--- src/rtl/acia_rx_ctrl.sv ---
// acia_rx_ctrl: receive-side controller for the ACIA.
// Buffers bytes from the serial receive datapath in a FIFO, tracks framing,
// overrun and idle-timeout conditions as sticky flags, and exposes
// DATA / STATUS / CONTROL / COUNT registers to the 6502 bus.
//
// Ports:
//   clk     system clock
//   reset   synchronous active-high reset
//   pclk    peripheral tick enable (one-clk pulse per tick)
//   rx_dat  received byte, valid with rx_stb
//   rx_stb  one-clk strobe: good frame in rx_dat
//   rx_err  framing-error level, held until the next good frame
//   cs      register select
//   we      1 = write, 0 = read
//   addr    register address
//   din     CPU write data
//   dout    CPU read data, registered
//   irq     interrupt request, registered, active high
//
// Register map:
//   0 R  DATA    (pops FIFO when non-empty)
//   1 R  STATUS  {irq, 2'b00, FULL, TMO, OVR, FE, RDRF}; read clears FE/OVR/TMO
//   1 W  CONTROL {FLUSH, 4'b0, TMOIE, ERRIE, RXIE}; FLUSH is a strobe
//   2 R  COUNT
//   3 R  0
module acia_rx_ctrl #(
  parameter int AW        = 4,
  parameter int THRESH    = 1,
  parameter int TMW       = 16,
  parameter int TMO_TICKS = 40000
) (
  input  logic       clk,
  input  logic       reset,
  input  logic       pclk,
  input  logic [7:0] rx_dat,
  input  logic       rx_stb,
  input  logic       rx_err,
  input  logic       cs,
  input  logic       we,
  input  logic [1:0] addr,
  input  logic [7:0] din,
  output logic [7:0] dout,
  output logic       irq
);

  localparam logic [AW:0]    DEPTH    = {1'b1, {AW{1'b0}}};
  localparam logic [AW:0]    THR      = (AW+1)'(THRESH);
  localparam logic [TMW-1:0] TMO_MAX  = TMW'(TMO_TICKS);
  localparam logic [TMW-1:0] TMO_LAST = TMW'(TMO_TICKS - 1);

  logic [7:0]     mem [0:(1<<AW)-1];
  logic [AW-1:0]  wptr, rptr;
  logic [AW:0]    count;
  logic           fe, ovr, tmo;
  logic           rxie, errie, tmoie;
  logic           rx_err_q;
  logic [TMW-1:0] tmo_cnt;

  logic rd_en, wr_en, empty, full;
  logic pop, stat_rd, ctrl_wr, flush, push;
  logic ovr_set, fe_set, tmo_clr, tmo_set;
  logic [7:0] status;
  logic unused_din;

  assign unused_din = ^din[6:3];

  always_comb begin
    rd_en   = cs & ~we;
    wr_en   = cs & we;
    empty   = (count == '0);
    full    = (count == DEPTH);
    pop     = rd_en & (addr == 2'd0) & ~empty;
    stat_rd = rd_en & (addr == 2'd1);
    ctrl_wr = wr_en & (addr == 2'd1);
    flush   = ctrl_wr & din[7];
    // A pop in the same cycle frees the slot, so a full FIFO can still accept.
    push    = rx_stb & (~full | pop) & ~flush;
    ovr_set = rx_stb & full & ~pop & ~flush;
    fe_set  = rx_err & ~rx_err_q;
    tmo_clr = push | pop | flush | empty;
    // Fires only on the tick that moves the counter onto TMO_MAX; once
    // saturated the counter never passes TMO_LAST again until cleared.
    tmo_set = pclk & ~tmo_clr & (tmo_cnt == TMO_LAST);
    status  = {irq, 2'b00, full, tmo, ovr, fe, ~empty};
  end

  always_ff @(posedge clk) begin
    if (push) mem[wptr] <= rx_dat;
  end

  always_ff @(posedge clk) begin
    if (reset) begin
      wptr     <= '0;
      rptr     <= '0;
      count    <= '0;
      fe       <= 1'b0;
      ovr      <= 1'b0;
      tmo      <= 1'b0;
      rxie     <= 1'b0;
      errie    <= 1'b0;
      tmoie    <= 1'b0;
      rx_err_q <= 1'b0;
      tmo_cnt  <= '0;
      irq      <= 1'b0;
      dout     <= 8'h00;
    end else begin
      rx_err_q <= rx_err;

      if (flush) begin
        wptr  <= '0;
        rptr  <= '0;
        count <= '0;
      end else begin
        if (push) wptr <= wptr + 1'b1;
        if (pop)  rptr <= rptr + 1'b1;
        case ({push, pop})
          2'b10:   count <= count + 1'b1;
          2'b01:   count <= count - 1'b1;
          default: count <= count;
        endcase
      end

      // Set beats the status-read clear; FLUSH clears unconditionally.
      if (flush) begin
        fe  <= 1'b0;
        ovr <= 1'b0;
        tmo <= 1'b0;
      end else begin
        fe  <= fe_set  | (fe  & ~stat_rd);
        ovr <= ovr_set | (ovr & ~stat_rd);
        tmo <= tmo_set | (tmo & ~stat_rd);
      end

      if (tmo_clr)
        tmo_cnt <= '0;
      else if (pclk && tmo_cnt != TMO_MAX)
        tmo_cnt <= tmo_cnt + 1'b1;

      if (ctrl_wr) begin
        rxie  <= din[0];
        errie <= din[1];
        tmoie <= din[2];
      end

      irq <= (rxie & (count >= THR)) | (errie & (fe | ovr)) | (tmoie & tmo);

      if (rd_en) begin
        case (addr)
          2'd0:    dout <= mem[rptr];
          2'd1:    dout <= status;
          2'd2:    dout <= 8'(count);
          default: dout <= 8'h00;
        endcase
      end
    end
  end

endmodule

--- config.mk ---
export PLATFORM = sky130hd
export DESIGN_NAME = acia_rx_ctrl
export DESIGN_NICKNAME = d
export VERILOG_FILES = /design/src/rtl/acia_rx_ctrl.sv
export SDC_FILE = /design/constraint.sdc
export NUM_CORES = 1
export LEC_CHECK = 0
export BUFFER_PORTS_ARGS = -buffer_cell sky130_fd_sc_hd__buf_2
export CORE_MARGIN = 2
export CORE_UTILIZATION = 26
export CTS_CLUSTER_SIZE = 8
export DETAILED_ROUTE_END_ITERATION = 12
export MAX_ROUTING_LAYER = met4
export PLACE_DENSITY = 0.46
export SYNTH_ARGS = -nofsm -noshare
export SYNTH_HDL_FRONTEND = slang
export SYNTH_SLANG_ARGS = --single-unit
--- constraint.sdc ---
create_clock -name clk -period 8.5 [get_ports clk]
set_input_delay 1.275 -clock clk [delete_from_list [all_inputs] [get_ports clk]]
set_output_delay 1.275 -clock clk [all_outputs]
set_load 0.02 [all_outputs]
==> flow_summary.json, run 1 <==
{
  "clock_sinks": 177,
  "p_int_mw": 1.448,
  "worst_pin_slew_ns": 0.9822,
  "end_kind": "flip-flop",
  "cp_data_required_time_ns": 8.54,
  "cts-resized-gates": 0,
  "dieHeight_um": 171.0,
  "port_buffers": 29,
  "ir_worst_vdd_mv": 0.1162,
  "grt_max_degree": 40,
  "p_seq_frac": 0.504,
  "numCtsBuffers": 17,
  "row_count": 61,
  "path_max_fanout": 9,
  "drcViolationCount": 0,
  "min_period_ns": 3.485,
  "drv_slew": 0,
  "drt_iter0_drc": 297,
  "core_um2": 27630,
  "crit_path_start_kind": "input pin",
  "setup_ws_ns": 5.015,
  "max_freq_mhz": 287.0,
  "yosys.area.top_type": "edfxtp_1",
  "ys_top_cells_by_count": "128 x edfxtp_1, 54 x nor2_1, 49 x dfxtp_1, 38 x nand2_1, 25 x mux4_2",
  "pwr_density_cell_nw_per_um2": 222.1,
  "final_core_util": 0.3055,
  "multiInputGateArea_um2": 2268,
  "avgViaCountPerCell": 4.436,
  "postRouteAntennaNets": 0,
  "crit_buf_inv": 1,
  "areaGrowthSynthToFinish_pct": 16.47,
  "wire_per_inst_um": 17.63,
  "synthCells": 504,
  "cap_violations": 0,
  "routed_wl_um": 16310,
  "finClkSkew_ns": 0.01910,
  "ys_seq_area_frac": 0.6657,
  "grt.total_usage": 0.1200,
  "leakage_nw": 2.754,
  "combinationalPowerShare": 0.045,
  "slew_headroom": 0.3428,
  "p_sw_uw": 426.9,
  "synth_top_area_share": 0.5304,
  "swShare": 0.2277,
  "finalCritPeriodShare": 0.4100,
  "synthTopCellsByArea": "edfxtp_1 53%, dfxtp_1 14%, mux4_2 7.8%",
  "hold_buffers": 0,
  "ys_ff_latch": 177,
  "register_area_um2": 4826,
  "async_reset_ff_frac": 0,
  "hold_viol": 0,
  "antenna_found_initial": 1,
  "drt-pass1-iter-count": 4,
  "grt_pass1_wl_um": 25100,
  "finalSetupTns_ns": 0,
  "grt_pass1_vias": 4271,
  "dpl-instance-area_um2": 7795,
  "clockBufferDepth": 2,
  "syn-num-nets": 542,
  "fill_cells": 2804,
  "syn_area_um2": 7247,
  "vias": 4103,
  "grt_overflow": 0,
  "stdcell_area_um2": 8441,
  "drive_gt1_frac": 0.1795,
  "cts_root_buf": "clkbuf_16",
  "clock_latency_ns": 0.43,
  "boundaryPins": 34,
  "pre_cts_ws_ns": 4.485,
  "power_frac_clock": 0.451,
  "post_cts_buffers": 0,
  "max_stage_delay_ns": 0.77,
  "final_nets": 571,
  "hp-class": "flip-flop to flip-flop",
  "routabilityCongestion": 0.7786,
  "crit_family": "simple AND/OR/NAND/NOR gates",
  "slowest_stage": "nor2_1",
  "cts-htree-levels": 4,
  "die_x_um": 171.0,
  "finalSetupViolCount": 0,
  "crit_chain": "buf_2 -> or4b_4 -> a221oi_4 -> nand2_1 -> nor2_1",
  "post-synth-top-count-cell": "edfxtp_1",
  "ys.flop_type": "edfxtp_1",
  "dpl.hpwl_um": 10670,
  "cts_tree": "yes",
  "synth_edf_count": 128,
  "syn-mean-instance-area_um2": 14.38,
  "crit_type": "input pin to flip-flop",
  "dieArea_um2": 29220,
  "ys_types": 45,
  "ys_warn_count": 0,
  "clk_pin_slew_ns": 0.07,
  "crit_arrival_ns": 3.53,
  "status": "finished clean",
  "start_util": 0.2623,
  "grt_setup_unrepaired": "false"
}
==> cell type report <==
| cell class | instances | share of cell area |
|---|---|---|
| clock inverters | 15 | 0.02579 |
| clock buffers | 17 | 0.05040 |
| inverters | 12 | 0.005336 |
| multi-input cells | 291 | 0.2688 |
| flip-flops and latches | 177 | 0.5717 |
| repair buffers | 34 | 0.02164 |
| well taps | 378 | 0.05603 |
| diodes | 1 | 0.0002965 |
==> cell families after synthesis <==
family | after synthesis | share of synthesized area
DFF | 177 | 0.6657
and+or+nand+nor | 159 | 0.1067
AOI/OAI and AO/OA | 48 | 0.04627
muxes | 46 | 0.1067
buffers and inverters | 36 | 0.02193
xor gates and xnor gates | 25 | 0.03021
adders and majority gates | 13 | 0.02245
==> final timing paths <==
check,from,end,slack [ns],cells past startpoint
setup / recovery,addr[1],mem[11][0],5.02,5
hold / removal,ovr,ovr,0.49,2
setup reg to reg,count[0],mem[11][0],5.55,6
hold reg to reg,ovr,ovr,0.49,2
==> sequential cells by signal, indices dropped and copies added (netlist names), 4 cells and up, named ones only <==
name     flops
mem        128
tmo_cnt     16
dout         8
count        5
rptr         4
wptr         4
==> cells in the final DEF (no fill, tap or decap), types with 2 or more instances in the layout <==
cell type  instances
inv_1             11
a222oi_1           2
nor4b_1            2
clkinv_1           2
o21ai_0            9
clkbuf_16         17
and2_1             3
mux4_2            25
clkinv_8           2
mux2i_1           21
inv_8              5
o22ai_1            2
xor2_1            15
nor2_1            54
nand4_1           13
and2b_2            2
dfxtp_1           48
nor3_1             9
inv_6              2
clkinv_4           2
a31oi_1            9
buf_4              5
buf_2             29
bufinv_16          3
nand2b_1           4
edfxtp_1         128
nand3_1            9
and3_1             8
a21oi_1            8
ha_1              13
a221oi_1           3
nor4_1             2
a22oi_1            9
nor2b_1            8
nand2_1           38
xnor2_1           10
==> power by group through the flow <==
stage / clock (mW) / combinational (mW) / sequential [mW]
floorplan: 0 / 0.0508 / 0.964
global placement: 0 / 0.0835 / 0.964
detailed placement: 0 / 0.0857 / 0.965
CTS: 0.865 / 0.0861 / 0.945
global route: 0.902 / 0.0941 / 0.947
finish: 0.845 / 0.0840 / 0.945
==> metal layers <==
| metal | vias to the layer above | share of wire | global-route usage |
|---|---|---|---|
| met2 | 55 | 0.50 | 0.1952 |
| met5 | - | 0 | - |
| li1 | 1955 | - | - |
| met4 | 0 | 0.0043 | 0.02874 |
| met1 | 2089 | 0.45 | 0.1481 |
| met3 | 4 | 0.041 | 0.03424 |
==> stage by stage <==
| step | cells | power, mW | hold slack [ns] |
|---|---|---|---|
| after global placement | 892 | 1.047 | 0.4771 |
| after CTS | 924 | 1.896 | 0.4870 |
| after global routing | 925 | 1.942 | 0.5067 |
| final | 925 | 1.874 | 0.4887 |
| after detailed placement | 892 | 1.050 | 0.4689 |
| after floorplan | 504 | 1.015 | 0.4418 |
==> worst min-delay path, cell delays in order (launching register included) <==
cell and delay (ns):
dfxtp_1 0.33, nand2_1 0.06, a21oi_1 0.05
No activity file was read; power rests on OpenSTA's default activity.
==> run 2: changes to the inputs <==
- ABC_AREA: not set -> 1
- PLACE_DENSITY: 0.46 -> 0.48
- clock period: 8.5 -> 3.2 ns (I/O delays scaled with it)
==> run 2 against run 1 <==
Against the previous run: routed wire length increased by 16%; synthesized cell count increased by 67%; clock skew increased by 0.016 ns; count of clock-buffer cells in the layout unchanged; first-iteration DRC count increased by 12%; non-clock buffer count increased by 18; combinational power increased to 2.8 times the previous value; critical path type is now flip-flop to flip-flop; largest power group unchanged.
==> flow_summary.json, run 2 <==
{
  "clock_sinks": 177,
  "routed_wl_um": 18840,
  "use_met1": 0.1635,
  "slew_headroom": 0.5370,
  "cap_violations": 0,
  "antenna_found_initial": 0,
  "cts-htree-levels": 4,
  "multiInputGateArea_um2": 2586,
  "finalCritPeriodShare": 0.7873,
  "drt_iter0_drc": 333,
  "hold_buffers": 0,
  "layout_commonest_cell": "nand2_1",
  "start_util": 0.2629,
  "syn_area_um2": 8020,
  "crit_type": "flip-flop to flip-flop",
  "largest_register_ffs": 128,
  "crit_arrival_ns": 2.87,
  "grt.total_usage": 0.1220,
  "grt_use_met3": 0.02289,
  "min_period_ns": 2.519,
  "ys.flop_type": "edfxtp_1",
  "num_antenna_cells": 0,
  "synthTopCellsByArea": "edfxtp_1 48%, dfxtp_1 12%, nand2_1 9.7%",
  "hp-class": "input pin to flip-flop",
  "synth_edf_count": 128,
  "pwr_density_cell_nw_per_um2": 522.9,
  "finalSetupTns_ns": 0,
  "r2r_slack_ns": 0.68,
  "drt-pass1-iter-count": 5,
  "boundaryPins": 34,
  "drv_slew": 0,
  "grt_max_degree": 65,
  "wire_per_inst_um": 14.56,
  "final_nets": 924,
  "avgViaCountPerCell": 4.297,
  "die_x_um": 179.6,
  "pre_cts_ws_ns": 0.6959,
  "vias": 5560,
  "hold_viol": 0,
  "clock_latency_ns": 0.44,
  "top_regs": "mem x128, tmo_cnt x16, dout x8",
  "cts_root_buf": "clkbuf_16",
  "register_area_um2": 4826,
  "drive_gt1_frac": 0.1292,
  "crit_path_start_kind": "flip-flop",
  "ys_types": 38,
  "dpl.hpwl_um": 12110,
  "async_reset_ff_frac": 0,
  "synthCells": 843,
  "cts_tree": "yes",
  "syn-num-nets": 881,
  "grt_pass1_vias": 5225,
  "path_max_fanout": 8,
  "busiest_layer": "met2",
  "synth_top_area_share": 0.4793,
  "routabilityCongestion": 0.7996,
  "row_count": 64,
  "clk_pin_slew_ns": 0.07,
  "core_um2": 30510,
  "grt_use_met2": 0.1897,
  "finClkSkew_ns": 0.03541,
  "dieArea_um2": 32270,
  "finalSetupViolCount": 0,
  "yosys.area.top_type": "edfxtp_1",
  "ys_ff_latch": 177,
  "syn-mean-instance-area_um2": 9.514,
  "port_buffers": 29,
  "status": "finished clean",
  "post-synth-top-count-cell": "nand2_1",
  "leakage_nw": 3.559,
  "cts-resized-gates": 0,
  "clockBufferDepth": 2,
  "regMostFlops": "mem",
  "ys_top_cells_by_count": "207 x nand2_1, 128 x edfxtp_1, 103 x inv_1, 85 x nand3_1, 81 x nor2_1",
  "max_freq_mhz": 396.9,
  "ys_warn_count": 0,
  "drcViolationCount": 0,
  "cp_data_required_time_ns": 3.55,
  "areaGrowthSynthToFinish_pct": 15.13,
  "postRouteAntennaNets": 0,
  "ir_worst_vdd_mv": 0.3069,
  "grt_setup_unrepaired": "false",
  "ys_seq_area_frac": 0.6016,
  "final_cell_mix": "207 x nand2_1, 128 x edfxtp_1, 103 x inv_1",
  "worst_pin_slew_ns": 0.6945,
  "fill_cells": 3204,
  "grt_overflow": 0,
  "dieHeight_um": 179.6,
  "numCtsBuffers": 17,
  "setup_ws_ns": 0.6807,
  "grt_pass1_wl_um": 29650,
  "end_kind": "flip-flop",
  "post_cts_buffers": 0
}
run 2: cell types whose count changed after synthesis, sizes merged, moves of 9 or more:
cell | previous run | this run
a21oi | 8 | 39
nor2 | 54 | 83
mux2i | 21 | 0
inv | 11 | 110
buf | 9 | 18
o211ai | 0 | 12
nand3 | 9 | 86
o21ai | 9 | 39
mux4 | 25 | 0
nand2 | 38 | 215
run 2: area by class of cell:
| class | instances | area share |
|---|---|---|
| sequential | 177 | 0.5226 |
| multi-input combinational | 527 | 0.2801 |
| tap | 396 | 0.05366 |
| clock buffer | 17 | 0.04607 |
| inverter | 111 | 0.04539 |
| timing repair buffer | 52 | 0.03442 |
| clock inverter | 14 | 0.01775 |
run 2: path summary, 6_finish.rpt:
kind                               start       end  cells after the start
worst max-delay path            count[0]  count[2]                     12
worst min-delay path              rx_err  rx_err_q                      3
worst min register to register   rptr[3]   rptr[3]                      1
worst max register to register  count[0]  count[2]                     12
run 2: stage by stage:
step	util	hold WS, ns	area [um2]	power, mW	instances
floorplan	-	0.4116	8020	2.696	843
global placement	0.2833	0.4333	8645	2.791	1263
detailed placement	0.2833	0.4406	8645	2.792	1263
CTS	0.3027	0.2558	9234	4.897	1294
global route	0.3027	0.2663	9234	5.012	1294
finish	0.3027	0.2704	9234	4.828	1294
run 2: per-layer routing:
layer / vias to the layer above / share of wire
met4: 0 / 0.011
met5: - / 0
li1: 2867 / -
met2: 77 / 0.48
met1: 2605 / 0.48
met3: 11 / 0.034
run 2: critical path, cell delays in order (launching register included):
cell     delay, ns
dfxtp_1       0.43
inv_1         0.14
ha_1          0.23
nand4_1       0.19
nand2_2       0.16
nand2_1       0.12
nand2_2       0.12
ha_1          0.32
inv_1         0.08
nor2_1        0.15
o21ai_0       0.11
or2_2         0.28
a21oi_1       0.11
run 2: logic make-up after synthesis:
family / after synthesis / share of synthesized area
flip-flops: 177 / 0.6016
AO/OA/AOI/OAI: 94 / 0.06693
adder cells (fa/ha/maj): 13 / 0.02028
AND/OR/NAND/NOR: 405 / 0.2189
XOR/XNOR: 15 / 0.01638
buffers and inverters: 139 / 0.07597
run 2: power by group:
part	internal, mW	switching (mW)	leakage, nW
registers	2.49	0.0157	1.55
clock network	1.11	0.982	0.282
logic	0.0671	0.168	1.72
total	3.66	1.17	3.56
==> run 3: changes to the inputs <==
- PLACE_DENSITY: 0.48 -> 0.46
- clock period: 3.2 -> 2.5 ns (I/O delays scaled with it)
==> run 3 against run 2 <==
Against the previous run: maximum frequency rose by 16%; global-route usage is 0.38 points higher; first-iteration DRC count fell by 0.60%; total power rose by 32%; non-clock buffer count increased by 9; clock skew decreased by 0.023 ns; sequential share of layout area fell by 0.64 points; core utilization increased by 0.38 points; via count decreased by 0.25%; largest cell class unchanged.
==> flow_summary.json, run 3 (synthesis gave the netlist of run 2 again) <==
{
  "status": "finished clean",
  "dieArea_um2": 32270,
  "pre_cts_ws_ns": 0.2375,
  "grt_max_degree": 41,
  "clock_latency_ns": 0.43,
  "regMostFlops": "mem",
  "finalHoldWorstSlack_ns": 0.1600,
  "p_seq_frac": 0.502,
  "cts_root_buf": "clkbuf_16",
  "stdcell_count": 1304,
  "hold_viol": 0,
  "start_util": 0.2629,
  "finalCritPeriodShare": 0.8671,
  "dieHeight_um": 179.6,
  "avgViaCountPerCell": 4.253,
  "worst_pin_slew_ns": 0.5448,
  "numCtsBuffers": 17,
  "drv_slew": 0,
  "p_int_mw": 4.899,
  "slew_headroom": 0.6364,
  "slowest_stage": "dfxtp_1",
  "grt_pass1_wl_um": 30780,
  "layout_commonest_cell": "nand2_1",
  "drt-pass1-iter-count": 4,
  "leakage_nw": 3.626,
  "grt.total_usage": 0.1258,
  "grt_setup_unrepaired": "false",
  "crit_arrival_ns": 2.53,
  "max_stage_delay_ns": 0.37,
  "crit_type": "flip-flop to flip-flop",
  "finalSetupTns_ns": 0,
  "row_count": 64,
  "fill_cells": 3247,
  "hp-class": "input pin to flip-flop",
  "crit_path_start_kind": "flip-flop",
  "hold_buffers": 0,
  "areaGrowthSynthToFinish_pct": 16.57,
  "dpl.hpwl_um": 12920,
  "clockBufferDepth": 2,
  "max_freq_mhz": 461.3,
  "drt_iter0_drc": 331,
  "final_cell_mix": "207 x nand2_1, 128 x edfxtp_1, 102 x inv_1",
  "p_sw_mw": 1.471,
  "antenna_found_initial": 0,
  "routed_wl_um": 19200,
  "routabilityCongestion": 0.7967,
  "finalSetupViolCount": 0,
  "post_cts_buffers": 0,
  "end_kind": "flip-flop",
  "cp_data_required_time_ns": 2.86,
  "grt_overflow": 0,
  "top_regs": "mem x128, tmo_cnt x16, dout x8",
  "postRouteAntennaNets": 0,
  "num_antenna_cells": 0,
  "cap_violations": 0,
  "swShare": 0.2309,
  "drive_gt1_frac": 0.1377,
  "p_total_mw": 6.370,
  "finClkSkew_ns": 0.01240,
  "pwr_density_cell_nw_per_um2": 681.4,
  "boundaryPins": 34,
  "dp_cells": 1272,
  "drcViolationCount": 0,
  "vias": 5546,
  "setup_ws_ns": 0.3321,
  "grt_pass1_vias": 5426,
  "wire_per_inst_um": 14.73,
  "combinationalPowerShare": 0.050,
  "die_x_um": 179.6,
  "clk_pin_slew_ns": 0.07,
  "core_um2": 30510,
  "ir_worst_vdd_mv": 0.4850,
  "path_max_fanout": 8,
  "cts_tree": "yes",
  "crit_chain": "inv_2 -> ha_1 -> nand4_1 -> nand2_2 -> nand2_1 -> nand2_2 -> ha_1 -> inv_1 -> nor2_1 -> o21ai_0 -> or2_2 -> a21oi_1",
  "min_period_ns": 2.168,
  "final_nets": 933,
  "cts-htree-levels": 4,
  "port_buffers": 29,
  "clock_sinks": 177,
  "largest_register_ffs": 128,
  "power_frac_clock": 0.448
}
==> run 3: changes by cell type in the layout (fill, tap and decap cells not counted), sizes merged <==
cell / previous run / this run
clkbuf: 17 / 19
bufinv: 1 / 3
clkinvlp: 2 / 1
clkinv: 5 / 2
inv: 117 / 118
buf: 52 / 61
==> run 3: what timing repair did <==
| item | CTS | global route |
|---|---|---|
| endpoints found under the setup margin | 0 | 1 |
| hold endpoints to repair | 0 | 0 |
| gates resized for setup | 0 | 1 |
==> run 3: layout make-up <==
cell class	instances	area [um2]	area share
clock buffers	19	432.9	0.04631
clock inverters	13	191.4	0.02048
inverters	111	419.2	0.04483
multi-input cells	527	2586	0.2766
flip-flops and latches	177	4826	0.5162
well taps	396	495.5	0.05300
repair buffers	61	397.9	0.04256
==> run 3: final timing paths <==
path	start	end	slack, ns	cells after the start
worst max-delay path	count[1]	count[2]	0.33	12
worst min-delay path	rx_err	rx_err_q	0.16	3
worst max register to register	count[1]	count[2]	0.33	12
worst min register to register	rptr[3]	flip-flop	0.43	1
==> run 3: power by group through the flow <==
| stage | Sequential [mW] | Clock, mW | Combinational, mW |
|---|---|---|---|
| after floorplan | 3.27 | 0 | 0.184 |
| after global placement | 3.26 | 0 | 0.326 |
| after detailed placement | 3.27 | 0 | 0.326 |
| after CTS | 3.20 | 2.93 | 0.327 |
| after global routing | 3.20 | 3.04 | 0.364 |
| final | 3.20 | 2.85 | 0.319 |
==> run 3: worst max-delay path: cells and delay by family, from the launching register on <==
| kind | cells | cell delay (ns) |
|---|---|---|
| compound gates | 2 | 0.23 |
| fa+ha+maj | 2 | 0.49 |
| buf+inv | 2 | 0.17 |
| flops | 1 | 0.37 |
| simple gates | 6 | 0.84 |
==> run 3: through the flow <==
stage,area (um2),util
2_1_floorplan,8020,-
3_3_place_gp,8725,0.2860
3_5_place_dp,8725,0.2860
4_1_cts,9349,0.3064
5_1_grt,9349,0.3064
6_report,9349,0.3064
==> run 3: routing by layer <==
metal  GRT usage  share of wire
met2      0.2026           0.49
met4     0.02927         0.0047
met5           -              0
met1      0.1644           0.49
met3     0.02370          0.021
